## src/rtl/onehot_pkg.sv

```systemverilog
// Shared widths, FSM state type and index-to-line helper for the one-hot pulse decoder.
package onehot_pkg;

  localparam int IDX_W = 3;
  localparam int OUT_W = 8;

  typedef enum logic [1:0] {
    IDLE  = 2'd0,
    DRIVE = 2'd1,
    GAP   = 2'd2
  } state_e;

  function automatic logic [OUT_W-1:0] idx_to_onehot(input logic [IDX_W-1:0] idx);
    logic [OUT_W-1:0] line;
    line = '0;
    line[idx] = 1'b1;
    return line;
  endfunction

endpackage

```

## src/rtl/onehot_req_fifo.sv

```systemverilog
// Show-ahead synchronous FIFO; flush empties it, rst also returns both pointers to zero.
module onehot_req_fifo #(
  parameter int DEPTH = 4,
  parameter int W     = 7
) (
  input  logic         clk,
  input  logic         rst,
  input  logic         flush,
  input  logic         push,
  input  logic [W-1:0] wdata,
  input  logic         pop,
  output logic [W-1:0] head,
  output logic         full,
  output logic         empty
);

  localparam int AW = $clog2(DEPTH);

  logic [W-1:0] mem [DEPTH];
  logic [AW:0]  wr_ptr_q, wr_ptr_d;
  logic [AW:0]  rd_ptr_q, rd_ptr_d;

  // Extra pointer bit distinguishes a wrapped (full) FIFO from an empty one.
  assign empty = (wr_ptr_q == rd_ptr_q);
  assign full  = (wr_ptr_q[AW] != rd_ptr_q[AW]) &&
                 (wr_ptr_q[AW-1:0] == rd_ptr_q[AW-1:0]);
  assign head  = mem[rd_ptr_q[AW-1:0]];

  always_comb begin
    wr_ptr_d = wr_ptr_q;
    rd_ptr_d = rd_ptr_q;
    if (flush) begin
      rd_ptr_d = wr_ptr_q;
    end else begin
      if (push && !full) wr_ptr_d = wr_ptr_q + 1'b1;
      if (pop && !empty) rd_ptr_d = rd_ptr_q + 1'b1;
    end
  end

  always_ff @(posedge clk) begin
    if (rst) begin
      wr_ptr_q <= '0;
      rd_ptr_q <= '0;
    end else begin
      wr_ptr_q <= wr_ptr_d;
      rd_ptr_q <= rd_ptr_d;
    end
  end

  always_ff @(posedge clk) begin
    if (!rst && !flush && push && !full) mem[wr_ptr_q[AW-1:0]] <= wdata;
  end

endmodule

```

## src/rtl/onehot_pulse_decoder.sv

```systemverilog
// Buffers line indices and drives each as a one-hot pulse of in_hold+1 cycles,
// followed by a one-cycle all-zero gap flagged by done.
module onehot_pulse_decoder
  import onehot_pkg::*;
#(
  parameter int DEPTH  = 4,
  parameter int HOLD_W = 4
) (
  input  logic              clk,
  input  logic              rst,
  input  logic              flush,
  input  logic              in_valid,
  output logic              in_ready,
  input  logic [IDX_W-1:0]  in_idx,
  input  logic [HOLD_W-1:0] in_hold,
  output logic [OUT_W-1:0]  onehot,
  output logic              busy,
  output logic              done
);

  typedef struct packed {
    logic [IDX_W-1:0]  idx;
    logic [HOLD_W-1:0] hold;
  } req_t;

  localparam int REQ_W = $bits(req_t);

  req_t             wr_req, head_req;
  logic [REQ_W-1:0] head_bits;
  logic             full, empty, push, pop;

  state_e            state_q, state_d;
  logic [HOLD_W-1:0] cnt_q, cnt_d;
  logic [OUT_W-1:0]  onehot_q, onehot_d;
  logic              done_q, done_d;

  assign in_ready = !full && !flush;
  assign push     = in_valid && in_ready;
  assign wr_req   = '{idx: in_idx, hold: in_hold};
  assign head_req = req_t'(head_bits);

  onehot_req_fifo #(.DEPTH(DEPTH), .W(REQ_W)) u_fifo (
    .clk   (clk),
    .rst   (rst),
    .flush (flush),
    .push  (push),
    .wdata (wr_req),
    .pop   (pop),
    .head  (head_bits),
    .full  (full),
    .empty (empty)
  );

  always_comb begin
    state_d  = state_q;
    cnt_d    = cnt_q;
    onehot_d = onehot_q;
    done_d   = 1'b0;
    pop      = 1'b0;
    unique case (state_q)
      IDLE, GAP: begin
        onehot_d = '0;
        state_d  = IDLE;
        if (!empty) begin
          pop      = 1'b1;
          cnt_d    = head_req.hold;
          onehot_d = idx_to_onehot(head_req.idx);
          state_d  = DRIVE;
        end
      end
      DRIVE: begin
        if (cnt_q == '0) begin
          onehot_d = '0;
          done_d   = 1'b1;
          state_d  = GAP;
        end else begin
          cnt_d = cnt_q - HOLD_W'(1);
        end
      end
      default: state_d = IDLE;
    endcase
    // Abort drops the pulse in flight and suppresses its done.
    if (flush) begin
      state_d  = IDLE;
      onehot_d = '0;
      done_d   = 1'b0;
      pop      = 1'b0;
    end
  end

  always_ff @(posedge clk) begin
    if (rst) begin
      state_q  <= IDLE;
      cnt_q    <= '0;
      onehot_q <= '0;
      done_q   <= 1'b0;
    end else begin
      state_q  <= state_d;
      cnt_q    <= cnt_d;
      onehot_q <= onehot_d;
      done_q   <= done_d;
    end
  end

  assign onehot = onehot_q;
  assign done   = done_q;
  assign busy   = (state_q != IDLE) || !empty;

endmodule

```

## config.mk

```make
export PLATFORM = sky130hd
export DESIGN_NAME = onehot_pulse_decoder
export DESIGN_NICKNAME = d
export VERILOG_FILES = /design/src/rtl/onehot_pkg.sv /design/src/rtl/onehot_req_fifo.sv /design/src/rtl/onehot_pulse_decoder.sv
export SDC_FILE = /design/constraint.sdc
export NUM_CORES = 1
export LEC_CHECK = 0
export ABC_AREA = 1
export BUFFER_PORTS_ARGS = -buffer_cell sky130_fd_sc_hd__buf_2
export CORE_MARGIN = 2
export CORE_UTILIZATION = 30
export CTS_CLUSTER_DIAMETER = 40
export DETAILED_ROUTE_END_ITERATION = 10
export PLACE_DENSITY = 0.56
export SKIP_CTS_REPAIR_TIMING = 1
export SYNTH_ARGS = -nofsm -noshare
export SYNTH_HDL_FRONTEND = slang
export SYNTH_SLANG_ARGS = --single-unit
```

## constraint.sdc

```tcl
create_clock -name clk -period 2.95 [get_ports clk]
set_clock_uncertainty 0.15 [all_clocks]
set_input_delay 0.295 -clock clk [delete_from_list [all_inputs] [get_ports clk]]
set_output_delay 0.295 -clock clk [all_outputs]
set_load 0.01 [all_outputs]
```

==> impl_metrics.env <==
export IMPL_syn_nets=292
export IMPL_p_switching_w=0.000481
export IMPL_antenna_cells=0
export IMPL_pwr_share_comb_pct=21.4
export IMPL_pin_count=22
export IMPL_start_util_pct=30.7
export IMPL_worst_pin_slew_ns=0.600
export IMPL_finalPower_w=0.00154
export IMPL_die_w_um=92.6
export IMPL_fmax_ghz=0.491
export IMPL_crit_type="reg2reg"
export IMPL_power_density_nw_per_um2=580
export IMPL_syn_area_per_cell_um2=8.60
export IMPL_gp_congestion=0.826
export IMPL_worst_ep_required_time_ns=2.74
export IMPL_switching_share_pct=31.1
export IMPL_p_seq_share_pct=52.5
export IMPL_drt_wl_total_mm=4.66
export IMPL_clock_path_buffers=2
export IMPL_worst_ir_drop_vdd_mv=0.192
export IMPL_syn_instance_count=274
export IMPL_rr_worst_depth=8
export IMPL_outcome="complete, no violations"
export IMPL_dr_pass1_iters=4
export IMPL_relSlewSlack_pct=59.9
export IMPL_cts_tree="done"
export IMPL_synth_distinct_cells=27
export IMPL_grtUsageTotal_pct=11.6
export IMPL_ant_nets=0
export IMPL_antenna_found_initial=0
export IMPL_clk_pin_slew_worst_paths_ns=0.10
export IMPL_fin_tns_setup_ns=0
export IMPL_nNetsFinal=317
export IMPL_slew_violations=0
export IMPL_power_leakage_nw=1.14
export IMPL_clock_power_share_pct=26.1
export IMPL_coreArea_um2=7690
export IMPL_finalCriticalPeriod_ns=2.04
export IMPL_clock_sinks=51
export IMPL_grt_start_max_net_pins=18
export IMPL_hpwlAfterDp_mm=3.61
export IMPL_grt_overflow_total=0
export IMPL_vias=1738
export IMPL_drc_errors=0
export IMPL_p_int_w=0.00106
export IMPL_fin_crit_sh_pct=69.0
export IMPL_setup_viol=0
export IMPL_ys_seq_area_share_pct=55.2
export IMPL_dieArea_um2=8580
export IMPL_vias_per_cell=4.32
export IMPL_synth_seq_cells=51
export IMPL_drt_iter0_drc=61
export IMPL_htree_levels=2
export IMPL_clock_latency_ns=0.30
export IMPL_endpoint_kind="flop"
export IMPL_wl_per_cell_um=11.6
export IMPL_crit_path_start_kind="flop"
export IMPL_worstHoldPathCells=2
export IMPL_grt_pass1_vias=1677
export IMPL_hold_violations=0
export IMPL_rsz0062_at_grt="no"
export IMPL_drive_above_1_share_pct=18.3
export IMPL_grt_pass1_wl_mm=7.77
export IMPL_postLayoutCoreUtil_pct=34.6
export IMPL_cts_buffers=5
export IMPL_synth_warnings=0
export IMPL_crit_arrival_ns=1.82
export IMPL_rows=32
export IMPL_cts_root_buf="clkbuf_8"
export IMPL_die_h_um=92.6
export IMPL_holdWs_ns=0.0510
export IMPL_io_buffers=21
export IMPL_syn_area_um2=2360
export IMPL_max_cap_violations=0
export IMPL_crit_fanout=7
export IMPL_hold_class="in2reg"
export IMPL_syn_to_final_growth_pct=13.0
[synth_stat cells]
cell type | n | share of area [%]
nand3_4 | 1 | 0.74
o21ai_1 | 9 | 1.9
nor3_1 | 2 | 0.42
clkbuf_1 | 2 | 0.32
or2_1 | 1 | 0.27
nand2_1 | 80 | 13
buf_4 | 1 | 0.32
inv_1 | 22 | 3.5
nand2_4 | 2 | 0.96
nor2_2 | 1 | 0.27
bufinv_8 | 1 | 0.74
xor2_1 | 1 | 0.37
edfxtp_1 | 28 | 36
buf_6 | 1 | 0.48
nand4_1 | 2 | 0.53
inv_2 | 13 | 2.1
nand2_2 | 1 | 0.27
o21ai_0 | 9 | 1.9
or2_2 | 1 | 0.27
nand3_1 | 12 | 2.5
dfxtp_1 | 23 | 20
ha_1 | 7 | 3.7
nor2_4 | 1 | 0.48
o21ai_2 | 1 | 0.37
nand3_2 | 3 | 1.3
nor2_1 | 39 | 6.2
a21oi_1 | 10 | 2.1
[power groups by stage]
stage,Clock [W],Sequential [W],Combinational [W]
after floorplan,0,0.000822,0.000255
after global placement,0,0.000827,0.000332
after detailed placement,0,0.000828,0.000334
after CTS,0.000425,0.000811,0.000335
after global routing,0.000450,0.000816,0.000384
final,0.000404,0.000811,0.000330
[final cells by class]
cell class	instances	area (um^2)
Clock buffer	5	68.8
Clock inverter	3	22.5
Fill cell	823	5020
Inverter	36	149
Multi-Input combinational cell	183	881
Sequential cell	51	1300
Tap cell	102	128
Timing Repair Buffer	22	113
[layer usage]
layer / global-route usage, % / routed length (um) / vias up
met4: 3.68 / 48 / 0
met1: 14.5 / 2230 / 787
met5: 0 / 0 / -
met2: 19.8 / 2200 / 23
li1: - / - / 923
met3: 2.85 / 178 / 5
[cell usage in the layout (no fill, tap or decap), types with 10 or more instances in the layout]
| master | netlist | final |
|---|---|---|
| dfxtp_1 | 23 | 23 |
| inv_2 | 13 | 13 |
| inv_1 | 22 | 22 |
| nand2_1 | 80 | 80 |
| nor2_1 | 39 | 39 |
| nand3_1 | 12 | 12 |
| edfxtp_1 | 28 | 28 |
| a21oi_1 | 10 | 10 |
| buf_2 | 0 | 21 |
[flip-flops by register name (all words and copies together) (netlist names), named ones only]
register,flops
u_fifo.mem,28
onehot,8
cnt_q,4
u_fifo.rd_ptr_q,3
u_fifo.wr_ptr_q,3
state_q,2
done,1
[cells by family (layout without fill, tap and decap cells)]
family,Yosys count,in the layout,share of synthesized area (%)
AOI/OAI and AO/OA,29,29,6.32
xor gates and xnor gates,1,1,0.372
adders and majority gates,7,7,3.72
buffers and inverters,40,66,7.43
DFF,51,51,55.2
and+or+nand+nor,146,146,27.0
[stage by stage]
step	cells	setup WS, ns	cell area [um^2]
6_report	402	0.915	2660
5_1_grt	402	0.665	2660
4_1_cts	402	0.875	2660
3_5_place_dp	394	0.905	2570
3_3_place_gp	394	0.967	2570
2_1_floorplan	274	1.17	2360
[path summary, 6_finish.rpt]
path,startpoint,endpoint,slack [ns]
max reg2reg,u_fifo.wr_ptr_q[1]$_SDFFE_PP0P_,u_fifo.mem[0][6]$_DFFE_PP_,0.91
min,rst,u_fifo.rd_ptr_q[2]$_SDFFE_PP0P_,0.05
max,u_fifo.wr_ptr_q[1]$_SDFFE_PP0P_,u_fifo.mem[0][6]$_DFFE_PP_,0.91
min reg2reg,onehot[5]$_SDFFE_PP0P_,onehot[5]$_SDFFE_PP0P_,0.32
[critical path, stage by stage, from the launching register on]
cell and delay, ns:
dfxtp_1 0.42, inv_2 0.09, nand2_1 0.06, nand2_1 0.07, nand3_1 0.11, nand2_1 0.08
inv_2 0.07, nand3_1 0.12, nor2_1 0.50
(Power assumes the default switching activity.)
